[config.mk]
export PLATFORM = sky130hd
export DESIGN_NAME = instr_rom_ld
export DESIGN_NICKNAME = d
export VERILOG_FILES = /design/src/rtl/instr_rom_ld.sv
export SDC_FILE = /design/constraint.sdc
export NUM_CORES = 1
export LEC_CHECK = 0
export ABC_AREA = 1
export CORE_MARGIN = 3
export CORE_UTILIZATION = 30
export DETAILED_ROUTE_END_ITERATION = 12
export PLACE_DENSITY = 0.47
export SYNTH_ARGS = -nofsm -noshare
export SYNTH_HDL_FRONTEND = slang
export SYNTH_SLANG_ARGS = --single-unit
[constraint.sdc]
create_clock -name sys_clk -period 7.6 [get_ports sys_clk]
set_input_delay 1.52 -clock sys_clk [delete_from_list [all_inputs] [get_ports sys_clk]]
set_output_delay 1.52 -clock sys_clk [all_outputs]
set_load 0.01 [all_outputs]
[src/rtl/instr_rom_ld.sv]
`default_nettype none
// ============================================================================
// Module   : instr_rom_ld
// Purpose  : Loadable instruction memory for the fetch stage. A program is
//            streamed in from word 0 through the load port. The fetch port
//            returns the word at a byte-addressed PC one cycle after a
//            req/ack handshake is accepted. Misaligned, out-of-range and
//            past-end-of-program fetches return NOP_INSTR and flag an error.
// Ports    : sys_clk, sys_rst         clock / synchronous active-high reset
//            load_start               pulse: restart loading at word 0
//            load_valid/data/last     load beat stream
//            load_count, load_ovf     words stored / sticky overflow
//            mem_ready                memory is serving fetches
//            fetch_req, fetch_pc      fetch request (held until acked)
//            fetch_ack/instr/err      registered fetch response
// Revision : 1.0 - initial release
// ============================================================================
module instr_rom_ld #(
  parameter int                   PC_W      = 30,
  parameter int                   INSTR_W   = 16,
  parameter int                   DEPTH     = 64,
  parameter int                   ADDR_W    = $clog2(DEPTH),
  parameter logic [INSTR_W-1:0]   NOP_INSTR = '0
) (
  input  logic                sys_clk,
  input  logic                sys_rst,
  input  logic                load_start,
  input  logic                load_valid,
  input  logic [INSTR_W-1:0]  load_data,
  input  logic                load_last,
  output logic [ADDR_W:0]     load_count,
  output logic                load_ovf,
  output logic                mem_ready,
  input  logic                fetch_req,
  input  logic [PC_W-1:0]     fetch_pc,
  output logic                fetch_ack,
  output logic [INSTR_W-1:0]  fetch_instr,
  output logic                fetch_err
);

  localparam logic [ADDR_W:0] c_DEPTH = (ADDR_W+1)'(DEPTH);

  typedef enum logic [1:0] {
    S_EMPTY = 2'd0,
    S_LOAD  = 2'd1,
    S_READY = 2'd2
  } state_t;

  state_t               r_state;
  logic [ADDR_W:0]      r_count;
  logic                 r_ovf;
  logic                 r_ack;
  logic [INSTR_W-1:0]   r_instr;
  logic                 r_err;
  logic [INSTR_W-1:0]   r_mem [DEPTH];

  logic [ADDR_W-1:0]    w_idx;
  logic                 w_misalign;
  logic                 w_beyond;
  logic                 w_past_end;
  logic                 w_err;
  logic                 w_room;
  logic                 w_mem_we;
  logic [INSTR_W-1:0]   w_rd;

  // Upper PC bits are checked separately, so the index slice alone is safe
  // for addressing the array.
  assign w_idx      = fetch_pc[ADDR_W:1];
  assign w_misalign = fetch_pc[0];
  assign w_beyond   = |fetch_pc[PC_W-1:ADDR_W+1];
  assign w_past_end = ({1'b0, w_idx} >= r_count);
  assign w_err      = w_misalign | w_beyond | w_past_end;
  assign w_rd       = r_mem[w_idx];

  assign w_room     = (r_count < c_DEPTH);
  // A beat coinciding with load_start is dropped; reset also blocks writes.
  assign w_mem_we   = !sys_rst && !load_start && (r_state == S_LOAD) &&
                      load_valid && w_room;

  // Memory contents are intentionally not reset.
  always_ff @(posedge sys_clk) begin
    if (w_mem_we) begin
      r_mem[r_count[ADDR_W-1:0]] <= load_data;
    end
  end

  always_ff @(posedge sys_clk) begin
    if (sys_rst) begin
      r_state <= S_EMPTY;
      r_count <= '0;
      r_ovf   <= 1'b0;
      r_ack   <= 1'b0;
      r_instr <= '0;
      r_err   <= 1'b0;
    end else begin
      r_ack <= 1'b0;
      if (load_start) begin
        r_state <= S_LOAD;
        r_count <= '0;
        r_ovf   <= 1'b0;
      end else begin
        case (r_state)
          S_LOAD: begin
            if (load_valid) begin
              if (w_room) begin
                r_count <= r_count + 1'b1;
              end else begin
                r_ovf <= 1'b1;
              end
              if (load_last) begin
                r_state <= S_READY;
              end
            end
          end
          S_READY: begin
            if (fetch_req) begin
              r_ack <= 1'b1;
              if (w_err) begin
                r_instr <= NOP_INSTR;
                r_err   <= 1'b1;
              end else begin
                r_instr <= w_rd;
                r_err   <= 1'b0;
              end
            end
          end
          S_EMPTY: begin
            r_state <= S_EMPTY;
          end
          default: begin
            r_state <= S_EMPTY;
          end
        endcase
      end
    end
  end

  assign load_count  = r_count;
  assign load_ovf    = r_ovf;
  assign mem_ready   = (r_state == S_READY);
  assign fetch_ack   = r_ack;
  assign fetch_instr = r_instr;
  assign fetch_err   = r_err;

endmodule
`default_nettype wire

Yosys cells after proc, flatten, opt, wreduce, memory -nomap -nowiden
Memories as Yosys holds them, arrays and structs flattened.
Index checks and enable logic that the tools add are counted.
{"block": "totals", "out_inout_bits": 27, "inputBits": 52, "memories": 1, "mem_bits_rw": 1024, "wordCells": 46, "ff_bits": 28}
{"memory": "r_mem", "words": 64, "word_bits": 16, "rd": 1, "rd_clocked_by_memory_dff": 0, "wr": 1, "line": "55", "source": "logic [INSTR_W-1:0] r_mem [DEPTH];"}
{"block": "classes", "bitwise_logic": 5, "magnitude_cmp": 2, "muxes": 9, "eq_ne": 7, "add_sub_neg": 1, "reduce_logical": 14}
{"cell": "23-bit OR reduction", "n": 1}
{"cell": "16-bit 2-to-1 mux", "n": 1}
{"cell": "3-bit AND reduction", "n": 5}
{"cell": "7-bit by 1-bit adder with 7-bit output, second input constant", "n": 1}
{"cell": "6-bit by 7-bit >= comparator with 1-bit output", "n": 1}
{"cell": "7-bit < comparator, second input constant", "n": 1}
{"cell": "2-bit inequality test, second input constant", "n": 3}
{"cell": "3-bit inequality test, second input constant", "n": 2}
{"cell": "1-bit 2-to-1 mux", "n": 5}
{"cell": "1-bit logical AND", "n": 4}
{"cell": "2-bit 2-to-1 mux", "n": 2}
{"cell": "2-bit one-hot mux with 2 select lines", "n": 1}
{"cell": "1-bit NOT", "n": 3}
{"cell": "3-bit OR reduction", "n": 1}
{"cell": "2-bit by 1-bit == test with 1-bit output, second input constant", "n": 1}
{"cell": "2-bit == test, second input constant", "n": 1}
{"cell": "1-bit zero test", "n": 2}
{"cell": "1-bit OR", "n": 2}
{"cell": "2-bit OR reduction", "n": 1}

Logic depth before layout (Yosys ltp)
{"block": "depth", "depth_word": 7, "mapped_depth": 13, "ltp_nobuf": 10}

Worst setup path before layout
OpenSTA, ideal clock, no wires.
{"block": "synth_path", "path_kind": "in2reg", "startpoint": "in load_start", "endpoint": "mem r_mem[32][0] (enable)", "setup_ns": 0.430, "t_required_ns": 7.170, "path_stages": 5, "arrival_ns": 3.812, "n_path_buf": 0, "slack_ns": 3.358, "cell_sequence": "nor2_1 nand2_1 nor2_1 nand3_1 nor4_1"}
{"block": "synth_between", "elab_chain_len": 7}
{"element": "from (decl)", "line": "27", "source": "input logic load_start,"}
{"element": "1-bit zero test", "line": "77", "source": "assign w_mem_we = !sys_rst && !load_start && (r_state == S_LOAD) &&"}
{"element": "1-bit logical AND (3 in a row)", "line": "77"}
{"element": "1-bit logical AND", "line": "78", "source": "load_valid && w_room;"}
{"element": "1-bit 2-to-1 mux", "line": "82", "source": "if (w_mem_we) begin"}
{"element": "1-bit 2-to-1 mux (implied by the code)", "line": "83", "source": "r_mem[r_count[ADDR_W-1:0]] <= load_data;"}
{"element": "to (decl)", "line": "55"}
Every way passes these cells.

Worst setup path after layout
{"block": "layout_path", "startpoint": "in sys_rst", "endpoint": "mem r_mem[4][4] (enable)"}
{"block": "layout_between", "elab_chain_len": 7}
{"element": "from (decl)", "line": "26", "source": "input logic sys_rst,"}
{"element": "1-bit zero test", "line": "77"}
{"element": "1-bit logical AND (3 in a row)", "line": "77"}
{"element": "1-bit logical AND", "line": "78"}
{"element": "1-bit 2-to-1 mux", "line": "82"}
{"element": "1-bit 2-to-1 mux (implied by the code)", "line": "83"}
Every way passes these cells.

==> metrics.txt <==
nature of the critical path startpoint=input pin; CTS root buf=clkbuf_16; DRC viols=0; status=finished, final reports clean; die height=395.0 um; port bufs=78; Yosys cell types=30; PwrDens=240.6 mW/mm^2; unrepaired setup endpoints after global routing=false; Placed Instances=6332; Main synth FF type=edfxtp_1; MaxCap Viol Count=0; Top Layer Used=met4; upper clock frequency limit=0.2439 GHz; most frequent cell after synthesis=nand2_1; starting density of the core=30.24%; Layout Cells excl Fill=roughly 6500; top post-synthesis cells by area=edfxtp_1, nand2_1, nand3_1, inv_1, buf_2; mean post-synth cell area=~10 um^2; DR iter-0 viols=2665; area leader, netlist=edfxtp_1; total clock sinks=approximately 1100; Final nets=4489; gr ovfl total=0; Clock Tree Buf Depth=3; TritonCTS clock tree=built; end-of-flow core utilization=between 30% and 40%; sequential area share after synthesis=68.96%; relative slew slack=23.56%; post_cts resized=0; worst-margin pin slew=1.147 ns; Skew-Pair Late Insertion Delay=0.72 ns; Fin Hold WS=just over 0.5 ns; CP Launch Point=sys_rst; Final Hold Viols=0; Syn Nets=around 4400; #FFs+latches synth=1052; dpl hpwl=72780 um; metal2 WL=62370 um; Period Utilization, post-route=53.94%; core area=0.1501 mm^2; final setup vio count=0; routed vias/inst=4.589; post-cts hold buffer count=0; TritonRoute pass-1 iters=6; via count=30020; Area Growth Syn to Fin=14.57%; M1 WL=60340 um; Final ANT Viol Nets=0; Site Rows=142; # IOs=between 70 and 80; Post-synth EDFFs=1024; ys async rst share=0%; initial antenna violation count=3; Setup crit end kind=flip-flop; hold crit path type=reg -> reg; clock-pin slew on the worst setup and hold paths=~0.06 ns; worst endpoint data arrival time=4.43 ns; layout cells sized above 1=7.606%; Crit Path Category=in -> reg; Tot Pwr=12.52 mW; met3 WL=7344 um; Yosys top cell area share=around two thirds; Final Critical Period=4.099 ns; max-slew violation count=0; Commonest cells post-synth=nand2_1, edfxtp_1, nand3_1; Gate Count Post-Synth=about 4400; Syn. warnings=0; crit-path max FO=20; Req. time, crit path=7.93 ns; Worst Skew=0.03120 ns; Reg-to-Reg Start=load_count[0]; WL per Instance=20.46 um; Leak=20.93 nW; Sum Neg Setup Slack=0 ns; Fill cells=15100; Mapped Area=approximately 0.045 mm^2; hold path startpoint=fetch_instr[11]; Max VDD drop=179.0 uV; vias in the first global route=28510; Total Wirelength=133900 um; Die W=around 400 um; Final GP Congestion=slightly above 0.8; first-pass GRT wire length=196400 um; total CTS buffers=112; post-CTS setup buffers=0; H-tree depth=3; largest net degree at the start of global routing=159; Global Route Usage Sum=16.84%; die area=approximately 0.16 mm^2
-- kinds of logic after synthesis --
kind of cell	after synthesis	share of synthesized area [%]
simple gates	2350	22.12
buf+inv	926	8.314
flops	1052	68.96
fa+ha+maj	7	0.1929
compound gates	34	0.4107
-- per-stage QoR --
step / instance area, um^2 / worst slack, ns
after floorplan: 45400 / 3.358
final: 52020 / 3.501
after CTS: 52010 / 3.595
after global routing: 52010 / 3.304
after global placement: 48390 / 2.863
after detailed placement: 48390 / 2.820
-- placed cells by master (no fill, tap or decap), types with 28 or more instances in the layout --
| cell type | netlist | layout |
|---|---|---|
| inv_1 | 690 | 687 |
| nor2_1 | 69 | 59 |
| edfxtp_1 | 1024 | 1024 |
| clkbuf_16 | 0 | 114 |
| clkdlybuf4s50_1 | 0 | 58 |
| or2_2 | 34 | 34 |
| nand2_1 | 1377 | 1377 |
| buf_4 | 20 | 93 |
| nand3_1 | 840 | 840 |
| dfxtp_1 | 28 | 28 |
-- path summary, 6_finish.rpt --
check | end | slack [ns] | depth (start not counted)
worst max-delay path | r_mem[4][4] | 3.50 | 7
worst min-delay path | fetch_instr[11] | 0.52 | 2
worst max register to register | r_mem[23][13] | 4.09 | 6
worst min register to register | fetch_instr[11] | 0.52 | 2
-- final cells by class --
| type | count | area, um^2 | share of cell area [%] |
|---|---|---|---|
| diodes | 3 | 7.507 | 0.01443 |
| clock buffers | 143 | 3032 | 5.828 |
| clock inverters | 64 | 585.6 | 1.126 |
| inverters | 696 | 2630 | 5.056 |
| multi-input cells | 2391 | 10400 | 19.98 |
| flip-flops and latches | 1052 | 31310 | 60.19 |
| well taps | 2016 | 2522 | 4.849 |
| repair buffers | 177 | 1534 | 2.949 |
-- registers in the layout, indices dropped and copies added, names as in the netlist --
name,count
load_ovf,1
r_mem,1024
fetch_err,1
fetch_ack,1
fetch_instr,16
r_state,2
load_count,7
-- power by group --
part / switching, mW / internal [mW] / leakage, nW
logic: 0.557 / 0.174 / 9.74
clock network: 2.31 / 3.11 / 1.77
registers: 0.00242 / 6.36 / 9.43
-- metal layers --
metal,track usage (%),vias up
met5,0,-
met2,27.34,834
met4,5.516,0
met1,23.38,14600
li1,-,14420
met3,2.096,170
-- critical path: stages --
cell             delay (ns)
clkdlybuf4s50_1        0.39
buf_4                  0.22
nor2_1                 0.39
inv_1                  0.20
nor2_2                 0.35
nand4_1                0.45
nor2_2                 0.88
No activity file was read; power rests on OpenSTA's default activity.
